<file path="config.mk">
export PLATFORM = sky130hd
export DESIGN_NAME = chunked_ripple_adder
export DESIGN_NICKNAME = d
export VERILOG_FILES = /design/src/rtl/adder_pkg.sv /design/src/rtl/chunk_add.sv /design/src/rtl/chunked_ripple_adder.sv
export SDC_FILE = /design/constraint.sdc
export NUM_CORES = 1
export LEC_CHECK = 0
export BUFFER_PORTS_ARGS = -buffer_cell sky130_fd_sc_hd__buf_2
export CAP_MARGIN = 0
export CORE_ASPECT_RATIO = 1.25
export CORE_MARGIN = 4
export CORE_UTILIZATION = 30
export DETAILED_ROUTE_END_ITERATION = 8
export PLACE_DENSITY = 0.5
export SLEW_MARGIN = 40
export SYNTH_ARGS = -nofsm -noshare
export SYNTH_HDL_FRONTEND = slang
export SYNTH_SLANG_ARGS = --single-unit
</file>
<file path="constraint.sdc">
create_clock -name clk -period 5.9 [get_ports clk]
set_clock_uncertainty 0.2 [all_clocks]
set_input_delay 0.59 -clock clk [delete_from_list [all_inputs] [get_ports clk]]
set_output_delay 0.59 -clock clk [all_outputs]
set_load 0.005 [all_outputs]
</file>
<file path="src/rtl/adder_pkg.sv">
// Shared types and constants for the chunked ripple adder.
// The OVF feature of chunked_ripple_adder is enabled by defining ADDER_OVF_EN.
package adder_pkg;

  localparam int DEF_WIDTH = 16;
  localparam int DEF_CHUNK = 4;

  typedef enum logic [1:0] {
    IDLE = 2'd0,
    RUN  = 2'd1,
    DONE = 2'd2
  } state_t;

  // Returns 0 for an illegal WIDTH/CHUNK pairing so the top can refuse to elaborate.
  function automatic int nchunk(input int width, input int chunk);
    if (chunk < 1 || chunk > width || (width % chunk) != 0) return 0;
    return width / chunk;
  endfunction

endpackage

</file>
<file path="src/rtl/chunk_add.sv">
// Combinational CHUNK-bit ripple adder slice, reused once per RUN cycle.
// With ADDER_OVF_EN defined it also exposes the carry into its MSB.
module chunk_add #(
  parameter int CHUNK = 4
) (
  input  logic [CHUNK-1:0] a,
  input  logic [CHUNK-1:0] b,
  input  logic             ci,
  output logic [CHUNK-1:0] s,
  output logic             co
`ifdef ADDER_OVF_EN
  ,
  output logic             cmsb
`endif
);

  logic [CHUNK:0] c;

  always_comb begin
    s    = '0;
    c    = '0;
    c[0] = ci;
    for (int i = 0; i < CHUNK; i++) begin
      s[i]   = a[i] ^ b[i] ^ c[i];
      c[i+1] = (a[i] & b[i]) | (a[i] & c[i]) | (b[i] & c[i]);
    end
  end

  assign co = c[CHUNK];

`ifdef ADDER_OVF_EN
  assign cmsb = c[CHUNK-1];
`endif

endmodule

</file>
<file path="src/rtl/chunked_ripple_adder.sv">
// Multi-cycle WIDTH-bit adder that ripples CHUNK bits per clock with a registered carry.
// Define ADDER_OVF_EN to add the signed-overflow output OVF.
module chunked_ripple_adder
  import adder_pkg::*;
#(
  parameter int WIDTH = DEF_WIDTH,
  parameter int CHUNK = DEF_CHUNK
) (
  input  logic             clk,
  input  logic             rst,
  input  logic             in_valid,
  output logic             in_ready,
  input  logic [WIDTH-1:0] A,
  input  logic [WIDTH-1:0] B,
  input  logic             CI,
  output logic             out_valid,
  input  logic             out_ready,
  output logic [WIDTH-1:0] SUM,
  output logic             CO
`ifdef ADDER_OVF_EN
  ,
  output logic             OVF
`endif
);

  localparam int NCHUNK = nchunk(WIDTH, CHUNK);
  localparam int CNT_W  = (NCHUNK > 1) ? $clog2(NCHUNK) : 1;
  localparam logic [CNT_W-1:0] LAST = CNT_W'(NCHUNK - 1);

  if (NCHUNK == 0) begin : g_bad_cfg
    $error("chunked_ripple_adder: WIDTH must be a positive multiple of CHUNK");
  end

  state_t           state;
  logic [WIDTH-1:0] a_sh;
  logic [WIDTH-1:0] b_sh;
  logic             carry;
  logic [CNT_W-1:0] cnt;
  logic [CHUNK-1:0] s_chunk;
  logic             c_chunk;
`ifdef ADDER_OVF_EN
  logic             msb_carry;
`endif

  // Operands shift right so the active chunk always sits in the low bits.
  chunk_add #(
    .CHUNK(CHUNK)
  ) u_chunk (
    .a   (a_sh[CHUNK-1:0]),
    .b   (b_sh[CHUNK-1:0]),
    .ci  (carry),
    .s   (s_chunk),
    .co  (c_chunk)
`ifdef ADDER_OVF_EN
    ,
    .cmsb(msb_carry)
`endif
  );

  always_ff @(posedge clk) begin
    if (rst) begin
      state     <= IDLE;
      in_ready  <= 1'b0;
      out_valid <= 1'b0;
      SUM       <= '0;
      CO        <= 1'b0;
      cnt       <= '0;
      carry     <= 1'b0;
`ifdef ADDER_OVF_EN
      OVF       <= 1'b0;
`endif
    end else begin
      case (state)
        IDLE: begin
          in_ready <= 1'b1;
          if (in_valid && in_ready) begin
            a_sh     <= A;
            b_sh     <= B;
            carry    <= CI;
            cnt      <= '0;
            in_ready <= 1'b0;
            state    <= RUN;
          end
        end
        RUN: begin
          SUM[cnt*CHUNK +: CHUNK] <= s_chunk;
          carry <= c_chunk;
          a_sh  <= a_sh >> CHUNK;
          b_sh  <= b_sh >> CHUNK;
          if (cnt == LAST) begin
            CO        <= c_chunk;
`ifdef ADDER_OVF_EN
            OVF       <= msb_carry ^ c_chunk;
`endif
            out_valid <= 1'b1;
            state     <= DONE;
          end else begin
            cnt <= cnt + 1'b1;
          end
        end
        DONE: begin
          // Results stay frozen under backpressure; no new accept until the return completes.
          if (out_ready) begin
            out_valid <= 1'b0;
            in_ready  <= 1'b1;
            state     <= IDLE;
          end
        end
        default: state <= IDLE;
      endcase
    end
  end

endmodule

</file>
==> impl_metrics.csv, run 1 <==
group,metric,value,unit
clocking,cts_setup_buffers,0,
finish,drive_gt1_frac,0.3896,
clocking,cts_buffers,5,
finish,mostFrequentLayoutCell,"buf_2",
logic_synthesis,synth_compound_area_frac,0.08754,
logic_synthesis,synth_fa_ha_area_frac,0.06133,
global_route,grtUsageMet1,0.1408,
logic_synthesis,synth_cells,194,
floorplanning,core,8240,µm²
detailed_routing,ant_nets,0,
outcome,status,"finished clean",
sta,hold_slack,0.2762,ns
place,dp_hpwl,3.698,mm
clocking,cts_root_buffer,"clkbuf_8",
detailed_routing,post_drt_via_cell_ratio,4.743,
place,place_congestion,0.7066,
worst_setup_path,ff2ff_path_depth,8,
power,power_density,267.0,nW/µm²
clocking,clkLatencyLatePin,0.31,ns
worst_setup_path,r2r-end,"SUM[11]",
floorplanning,die_h,110.7,µm
worst_setup_path,reg2reg_setup_slack,3.43,ns
logic_synthesis,synthXorXnorAreaFrac,0,
finish,final_cell_mix,"buf_2 (55), edfxtp_1 (32), dfxtp_1 (24), mux2_2 (24), nor2_1 (18)",
sta,max_freq,404.6,MHz
global_route,grt_max_degree,33,
sta,finalCriticalPeriod,2.472,ns
worst_setup_path,arrival,2.45,ns
detailed_routing,dr.pass1.iters,4,
detailed_routing,drcViolationCount,0,
worst_setup_path,cp.required,5.88,ns
floorplanning,die_x,90.14,µm
worst_setup_path,crit_fanout,4,
floorplanning,ios,56,
sta,timing.final.crit_share,0.4189,
clocking,clockBufferDepth,2,
sta,rsz0062_at_grt,"no",
detailed_routing,drt_iter0_drc,76,
worst_setup_path,endpoint_kind,"flop",
logic_synthesis,synthMuxAreaShare,0.1108,
finish,antenna_cells,0,
detailed_routing,via_count,1641,
worst_setup_path,worstSetupStartpointType,"flop",
power,ir_drop,0.0001341,V
place,placement.cell_area,2887,µm²
detailed_routing,wl_per_cell,15.07,µm
sta,tns,0,ns
global_route,met3_usage,0.02716,
clocking,cts_resized,0,
logic_synthesis,yosysSeqAreaShare,0.5697,
floorplanning,num_rows,37,
place,portBuffers,55,
finish,nNetsFinal,295,
global_route,met2_usage,0.1770,
clocking,clk_transition_reported_paths,0.10,ns
global_route,grt.busiest_layer,"met2",
worst_setup_path,r2r_start,"a_sh[0]",
logic_synthesis,yosys_warnings,0,
logic_synthesis,syn-cell-area,2530,µm²
sta,worst_pin_slew,0.5086,ns
hold_path,hp-class,"flop to flop",
global_route,grt-ovfl-total,0,
power,total_leakage_power,1.184,nW
global_route,grt_pass1_wl,8.673,mm
logic_synthesis,ys_seq_elements,56,
floorplanning,dieArea,9975,µm²
sta,setup_viol,0,
global_route,grtUsageTotal,0.1078,
clocking,cts_tree,"built",
detailed_routing,totalWireLength,5.215,mm
worst_setup_path,startpoint,"a_sh[0]",
sta,drv_slew,0,
global_route,grt_pass1_vias,1667,
finish,finalInstanceArea,3003,µm²
job,cap_violations,0,
clocking,clock_sinks,56,
logic_synthesis,yosys.area_share.simple,0.1236,
power,total_power,0.0008018,W
logic_synthesis,postSynthAreaPerCell,13.04,µm²
sta,hold_viol,0,
finish,area_delta_synth_final,18.69,%
clocking,htree_num_levels,2,
logic_synthesis,syn_nets,241,
worst_setup_path,crit_path_end,"SUM[11]",
global_route,grt_antenna_before_repair,0,
clocking,cts_hold_buffers,0,
floorplanning,start_util,0.3070,
logic_synthesis,synth_cell_type_count,39,
logic_synthesis,synth_top_family_by_area,"simple AND/OR/NAND/NOR gates",
worst_setup_path,crit_type,"flop to flop",
sta,max-slew-margin-rel,0.6609,
routing by layer:
metal	vias up	routed length, µm
li1	811	-
met3	6	306
met1	774	2299
met2	50	2547
met4	0	62
met5	-	0
Yosys cell counts, drive strengths merged:
master | n | area, µm²
a22oi | 2 | 15.01
clkbuf | 1 | 3.750
fa | 4 | 80.08
edfxtp | 32 | 960.9
nand2b | 2 | 12.51
dfxtp | 24 | 480.5
a32oi | 10 | 87.58
a21o | 1 | 7.510
nor4bb | 1 | 10.01
a22o | 1 | 8.760
inv | 15 | 56.30
nor2 | 18 | 67.56
and4b | 1 | 10.01
buf | 9 | 58.81
mux2i | 1 | 10.01
and3 | 1 | 6.260
and4bb | 2 | 25.02
a311oi | 1 | 8.760
nor2b | 11 | 68.82
nor3 | 1 | 5.000
or3 | 1 | 6.260
mux2 | 24 | 270.3
and2 | 1 | 6.260
a32o | 1 | 10.01
nand2 | 5 | 18.77
nand4 | 1 | 21.27
nor3b | 2 | 20.02
nand3b | 4 | 30.03
a2bb2oi | 1 | 8.760
nand3 | 1 | 5.000
o32ai | 4 | 50.05
a21oi | 5 | 25.02
ha | 6 | 75.07
state kept, by name, summed over array words and instances (netlist names):
| name | flops |
|---|---|
| SUM | 16 |
| state | 2 |
| in_ready | 1 |
| cnt | 2 |
| out_valid | 1 |
| a_sh | 16 |
| b_sh | 16 |
| CO | 1 |
| carry | 1 |
cell families (layout without fill, tap and decap cells):
kind of cell               Yosys count  in the layout
and+or+nand+nor                     52             52
DFF                                 56             56
muxes                               25             25
adders and majority gates           10             10
AOI/OAI and AO/OA                   26             26
buffers and inverters               25             80
how the worst min path moves through the flow:
stage | from | to | depth (start not counted)
detailed placement | CO | CO | 2
global placement | CO | CO | 2
CTS | CO | CO | 2
floorplan | CO | CO | 2
global route | CO | CO | 2
finish | CO | CO | 2
worst max-delay path: stages (launching register included):
cell	delay [ns]
edfxtp_1	0.37
fa_1	0.18
inv_1	0.05
fa_1	0.37
fa_1	0.36
inv_1	0.07
fa_1	0.47
a32oi_1	0.20
nor2_1	0.06
stage by stage:
stage	setup slack, ns	cells	util
floorplan	3.566	194	-
global placement	3.494	338	0.3503
detailed placement	3.431	338	0.3503
CTS	3.408	346	0.3644
global route	3.310	346	0.3644
finish	3.428	346	0.3644
area by class of cell:
cell class	instances	area, µm²
repair buffers	57	290.3
well taps	97	121.4
fillers	842	5238
clock buffers	5	68.82
clock inverters	3	47.55
multi-input cells	113	977.2
flip-flops and latches	56	1441
inverters	15	56.30
report_power, final:
part | total [W] | switching (W) | internal [W]
sequential | 0.000443 | 0.00000844 | 0.000435
combinational | 0.0000992 | 0.0000527 | 0.0000465
clock | 0.000259 | 0.000131 | 0.000128
total | 0.000802 | 0.000192 | 0.000609
Note: power is estimated with default switching activity, not from simulation.
==> run 2, diff against run 1 <==
Settings changed: ABC_AREA set to 1, PLACE_DENSITY 0.5 to 0.52.
Clock period 5.9 ns to 2 ns, I/O delays scaled along.
==> impl_metrics.csv, run 2 <==
group,metric,value,unit
outcome,status,"finished with violations",
detailed_routing,dr.pass1.iters,4,
clocking,htree_num_levels,2,
finish,largest_registers,"SUM x16, a_sh x16, b_sh x16",
sta,hold_slack,0.01093,ns
place,place_congestion,0.7708,
logic_synthesis,synth_edf_count,32,
detailed_routing,ant_nets,0,
hold_path,hp-class,"input port to flop",
power,ir_drop,0.0003147,V
floorplanning,die_x,90.38,µm
logic_synthesis,ys.flop_type,"edfxtp_1",
worst_setup_path,cp.required,2.01,ns
floorplanning,ios,56,
worst_setup_path,crit_fanout,2,
worst_setup_path,crit_buf_inv,3,
detailed_routing,dr.max_layer_used,"met4",
clocking,clock_sinks,56,
logic_synthesis,ys_async_sr_fraction,0,
sta,setup_viol,10,
floorplanning,die_h,111.0,µm
global_route,grt_pass1_vias,2132,
clocking,clkLatencyLatePin,0.31,ns
detailed_routing,drcViolationCount,0,
sta,timing.final.crit_share,1.209,
sta,setup_slack,-0.4190,ns
sta,finalCriticalPeriod,2.419,ns
logic_synthesis,synth_top_cell_by_area,"edfxtp_1",
finish,area_delta_synth_final,37.66,%
worst_setup_path,arrival,2.43,ns
global_route,grt_antenna_before_repair,0,
detailed_routing,via_count,2141,
clocking,cts_tree,"built",
power,pwr-share-comb,0.148,
sta,hold_viol,0,
logic_synthesis,synth_cells,303,
worst_setup_path,cpLargestDelayFamily,"adder cells",
worst_setup_path,worstSetupStartpointType,"flop",
detailed_routing,wl_met1,2.380,mm
global_route,grtUsageTotal,0.1114,
place,dp_hpwl,3.626,mm
clocking,cts_setup_buffers,0,
sta,max-slew-margin-rel,0.6922,
floorplanning,core,8240,µm²
floorplanning,num_rows,37,
logic_synthesis,syn-cell-area,2545,µm²
place,portBuffers,55,
finish,fillers,832,
power,seq_power_share,0.539,
power,total_power,0.002430,W
sta,max_freq,413.4,MHz
clocking,cts_root_buffer,"clkbuf_8",
worst_setup_path,cpMostUsedCell,"fa_2",
detailed_routing,wl_met2,2.751,mm
finish,nNetsFinal,443,
outcome,violations,"setup timing",
detailed_routing,wl_per_cell,10.97,µm
detailed_routing,post_drt_via_cell_ratio,4.334,
detailed_routing,totalWireLength,5.421,mm
global_route,grt_pass1_wl,9.363,mm
logic_synthesis,yosysMostFrequentCell,"nand2_1",
logic_synthesis,ys_seq_elements,56,
global_route,grt_max_degree,37,
power,power_density,693.7,nW/µm²
logic_synthesis,yosys_warnings,0,
clocking,clk_transition_reported_paths,0.10,ns
floorplanning,dieArea,10030,µm²
detailed_routing,met3WireLength,243,µm
logic_synthesis,postSynthAreaPerCell,8.399,µm²
worst_setup_path,endpoint_kind,"flop",
logic_synthesis,netlist_top_cells_area,"edfxtp_1 (38%), dfxtp_1 (19%), nand2_1 (17%), nor2_1 (6.3%), inv_1 (5.0%)",
clocking,cts_buffers,5,
worst_setup_path,cp_cell_sequence,"fa_2 -> inv_2 -> fa_2 -> fa_2 -> inv_2 -> fa_2 -> nand2_2 -> nor2_2 -> nand2_1 -> nand2_1 -> inv_1 -> nor2_1",
sta,drv_slew,0,
power,p_clk_frac,0.314,
logic_synthesis,synth_common_cells,"nand2_1 (113), nor2_1 (43), inv_1 (34), edfxtp_1 (32), dfxtp_1 (24)",
power,switchingPower,0.0005974,W
logic_synthesis,synth_cell_type_count,19,
logic_synthesis,yosysTopAreaCellShare,0.3776,
finish,mostFrequentLayoutCell,"nand2_1",
detailed_routing,drt_iter0_drc,53,
worst_setup_path,max_stage_delay,0.44,ns
finish,final_cell_mix,"nand2_1 (111), buf_2 (55), nor2_1 (39)",
job,cap_violations,0,
power,total_leakage_power,1.644,nW
logic_synthesis,syn_nets,350,
worst_setup_path,crit_type,"flop to flop",
global_route,grt-ovfl-total,0,
finish,antenna_cells,0,
power,p_int,0.001833,W
sta,worst_pin_slew,0.4569,ns
logic_synthesis,yosysSeqAreaShare,0.5664,
floorplanning,start_util,0.3088,
finish,drive_gt1_frac,0.2443,
worst_setup_path,cp_slowest_cell,"fa_2",
clocking,clockBufferDepth,2,
power,power_switching_share,0.2458,
sta,rsz0062_at_grt,"yes",
-- run 2: worst paths after layout --
| check | startpoint | endpoint | slack, ns | cells past startpoint |
|---|---|---|---|---|
| worst min-delay path | CI | carry | 0.01 | 5 |
| worst max-delay path | a_sh[0] | SUM[7] | -0.42 | 12 |
| worst max register to register | a_sh[0] | SUM[7] | -0.42 | 12 |
| worst min register to register | SUM[12] | SUM[12] | 0.27 | 2 |
-- run 2: cell families (layout without fill, tap and decap cells) --
group,after synthesis,after routing,synth area share
buffers and inverters,44,138,0.06834
DFF,56,56,0.5664
and+or+nand+nor,170,170,0.2591
AOI/OAI and AO/OA,23,23,0.04523
adders and majority gates,10,10,0.06096
-- run 2: area by class of cell --
class | count | area [µm²] | share of cell area
inverter | 36 | 135.1 | 0.03857
sequential | 56 | 1443 | 0.4118
clock buffer | 5 | 68.82 | 0.01964
timing repair buffer | 94 | 675.6 | 0.1929
clock inverter | 3 | 47.55 | 0.01357
tap | 97 | 121.4 | 0.03464
multi-input combinational | 203 | 1012 | 0.2889
-- run 2: per-stage QoR --
step | setup TNS [ns] | util | std cells | setup slack [ns] | area (µm²)
floorplan | -1.628 | - | 303 | -0.3504 | 2561
global placement | -2.666 | 0.3627 | 453 | -0.4361 | 2989
detailed placement | -3.185 | 0.3627 | 453 | -0.4832 | 2989
CTS | -2.705 | 0.4192 | 493 | -0.4506 | 3455
global route | -3.925 | 0.4251 | 494 | -0.5552 | 3503
finish | -2.287 | 0.4251 | 494 | -0.4190 | 3503
-- run 2: worst register-to-register path, cell delays in order (launching register included) --
cell and delay (ns):
edfxtp_1 0.37, fa_2 0.20, inv_2 0.04, fa_2 0.35, fa_2 0.34, inv_2 0.06
fa_2 0.44, nand2_2 0.10, nor2_2 0.04, nand2_1 0.06, nand2_1 0.04, inv_1 0.05
nor2_1 0.03
-- run 2: what timing repair did --
item / 4_1_cts / 5_1_grt
resized for setup: 8 / 11
hold endpoints to repair: 33 / 1
setup endpoints to repair: 13 / 13
hold buffers: 32 / 1
gates cloned: 0 / 0
pin swaps: 6 / 8
-- run 2: power by group through the flow --
stage | clock, W | combinational (W) | sequential, W
3_3_place_gp | 0 | 0.000298 | 0.00133
6_report | 0.000762 | 0.000359 | 0.00131
4_1_cts | 0.000793 | 0.000359 | 0.00131
5_1_grt | 0.000833 | 0.000413 | 0.00132
3_5_place_dp | 0 | 0.000301 | 0.00134
2_1_floorplan | 0 | 0.000188 | 0.00133
-- run 2: per-layer routing --
layer | global-route usage | vias up
met5 | 0 | -
met4 | 0.03371 | 0
met3 | 0.02580 | 4
met2 | 0.2079 | 49
met1 | 0.1242 | 965
li1 | - | 1123
==> run 3, diff against run 2 <==
Settings changed: ABC_AREA 1 to not set, CAP_MARGIN 0 to 15, TNS_END_PERCENT set to 20.
==> impl_metrics.csv, run 3 (same netlist as run 1, synthesis figures left out) <==
group,metric,value,unit
detailed_routing,post_drt_via_cell_ratio,4.711,
worst_setup_path,cpMostUsedCell,"fa_2",
clocking,cts_buffers,5,
place,place_inst,344,
finish,drive_gt1_frac,0.3937,
clocking,cts_root_buffer,"clkbuf_8",
global_route,grt_pass1_wl,9.101,mm
worst_setup_path,cp_slowest_cell,"fa_2",
worst_setup_path,max_stage_delay,0.46,ns
detailed_routing,totalWireLength,5.442,mm
floorplanning,start_util,0.3070,
global_route,grt_max_degree,40,
sta,max_freq,425.7,MHz
global_route,grtUsageTotal,0.1129,
detailed_routing,drcViolationCount,0,
finish,mostFrequentLayoutCell,"buf_2",
detailed_routing,ant_nets,0,
power,total_power,0.002456,W
sta,drv_slew,0,
power,ir_drop,0.0003277,V
finish,fin_cells,384,
floorplanning,ios,56,
sta,max-slew-margin-rel,0.7554,
worst_setup_path,r2r-end,"SUM[15]",
clocking,clkLatencyLatePin,0.32,ns
hold_path,hp-class,"input port to flop",
place,dp_hpwl,3.678,mm
sta,setup_slack,-0.3490,ns
worst_setup_path,reg2reg_setup_slack,-0.35,ns
clocking,clk_transition_reported_paths,0.11,ns
worst_setup_path,endpoint_kind,"flop",
worst_setup_path,startpoint,"b_sh[0]",
finish,largest_registers,"SUM x16, a_sh x16, b_sh x16",
power,power_density,719.2,nW/µm²
finish,antenna_cells,0,
worst_setup_path,r2r_start,"b_sh[0]",
job,cap_violations,0,
worst_setup_path,arrival,2.36,ns
floorplanning,num_rows,37,
worst_setup_path,cp.required,2.01,ns
detailed_routing,dr.pass1.iters,4,
sta,hold_viol,0,
place,place_congestion,0.7881,
floorplanning,core,8240,µm²
sta,finalCriticalPeriod,2.349,ns
floorplanning,die_h,110.7,µm
detailed_routing,wl_per_cell,14.17,µm
finish,nNetsFinal,333,
global_route,grt_pass1_vias,1882,
sta,rsz0062_at_grt,"yes",
finish,final_cell_mix,"buf_2 (55), edfxtp_1 (32), dlygate4sd3_1 (32)",
sta,timing.final.crit_share,1.175,
worst_setup_path,worstSetupStartpointType,"flop",
worst_setup_path,cp_cell_sequence,"fa_2 -> inv_2 -> fa_2 -> fa_2 -> inv_2 -> fa_2 -> a32oi_1 -> nor2_1",
floorplanning,dieArea,9975,µm²
worst_setup_path,ff2ff_path_depth,8,
worst_setup_path,crit_fanout,4,
clocking,htree_num_levels,2,
detailed_routing,via_count,1809,
finish,area_delta_synth_final,34.97,%
outcome,violations,"setup timing",
power,total_leakage_power,1.349,nW
worst_setup_path,crit_path_end,"SUM[15]",
place,portBuffers,55,
clocking,cts_setup_buffers,0,
clocking,clockBufferDepth,2,
global_route,grt_antenna_before_repair,0,
sta,setup_viol,9,
global_route,grt-ovfl-total,0,
detailed_routing,drt_iter0_drc,78,
clocking,clock_sinks,56,
finish,fillers,796,
outcome,status,"finished with violations",
sta,worst_pin_slew,0.3619,ns
worst_setup_path,crit_type,"flop to flop",
floorplanning,die_x,90.14,µm
clocking,cts_tree,"built",
[run 3: changes by cell type in the layout (fill, tap and decap cells not counted), sizes merged, moves of 8 or more]
cell / previous run / this run
nand2: 114 / 5
nor2: 44 / 18
mux2: 0 / 24
inv: 36 / 16
nor2b: 0 / 11
o21ai: 11 / 0
a32oi: 0 / 10
nand3: 9 / 1
[run 3: how the worst min path moves through the flow]
stage	cells after the start	endpoint	from
finish	2	b_sh[0]	B[0]
global route	2	b_sh[0]	B[0]
CTS	2	b_sh[0]	B[0]
detailed placement	2	CO	CO
global placement	2	CO	CO
floorplan	2	state[1]	out_ready
[run 3: metrics by stage]
step / hold slack [ns] / TNS (ns) / worst slack, ns / area (µm²) / utilization
floorplan: 0.1777 / -1.430 / -0.3161 / 2546 / -
global placement: 0.2427 / -2.137 / -0.3603 / 2973 / 0.3608
detailed placement: 0.2495 / -2.354 / -0.3824 / 2973 / 0.3608
CTS: 0.01589 / -2.349 / -0.3859 / 3413 / 0.4142
global route: 0.01068 / -2.770 / -0.4447 / 3415 / 0.4144
finish: 0.01099 / -1.930 / -0.3490 / 3415 / 0.4144
[run 3: what timing repair did]
| action | CTS | global route |
|---|---|---|
| pin swaps | 3 | 4 |
| endpoints found under the setup margin | 10 | 10 |
| gates resized for setup | 2 | 1 |
| hold buffers | 32 | 0 |
| endpoints found under the hold margin | 33 | 0 |
[run 3: area by class of cell]
cell class,instances,area [µm²],area share
Sequential cell,56,1443,0.4225
Multi-Input combinational cell,113,998.5,0.2924
Timing Repair Buffer,95,680.7,0.1993
Tap cell,97,121.4,0.03554
Clock buffer,5,68.82,0.02015
Inverter,15,56.30,0.01649
Clock inverter,3,46.29,0.01356
[run 3: critical path: cells and delay by family, from the launching register on]
family                     cells  cell delay, ns
AOI/OAI and AO/OA              1            0.20
adders and majority gates      4            1.33
DFF                            1            0.37
buffers and inverters          2            0.10
and+or+nand+nor                1            0.06
[run 3: power by group]
part	switching [W]	total [W]	internal, W	leakage, nW
clock network	0.000402	0.000780	0.000378	0.0548
registers	0.0000170	0.00130	0.00128	0.491
logic	0.000175	0.000376	0.000201	0.804
total	0.000593	0.00246	0.00186	1.35
[run 3: per-layer routing]
| layer | GRT usage | share of wire |
|---|---|---|
| met2 | 0.1989 | 0.50 |
| met4 | 0.04086 | 0.015 |
| met5 | 0 | 0 |
| met1 | 0.1337 | 0.42 |
| met3 | 0.02580 | 0.056 |
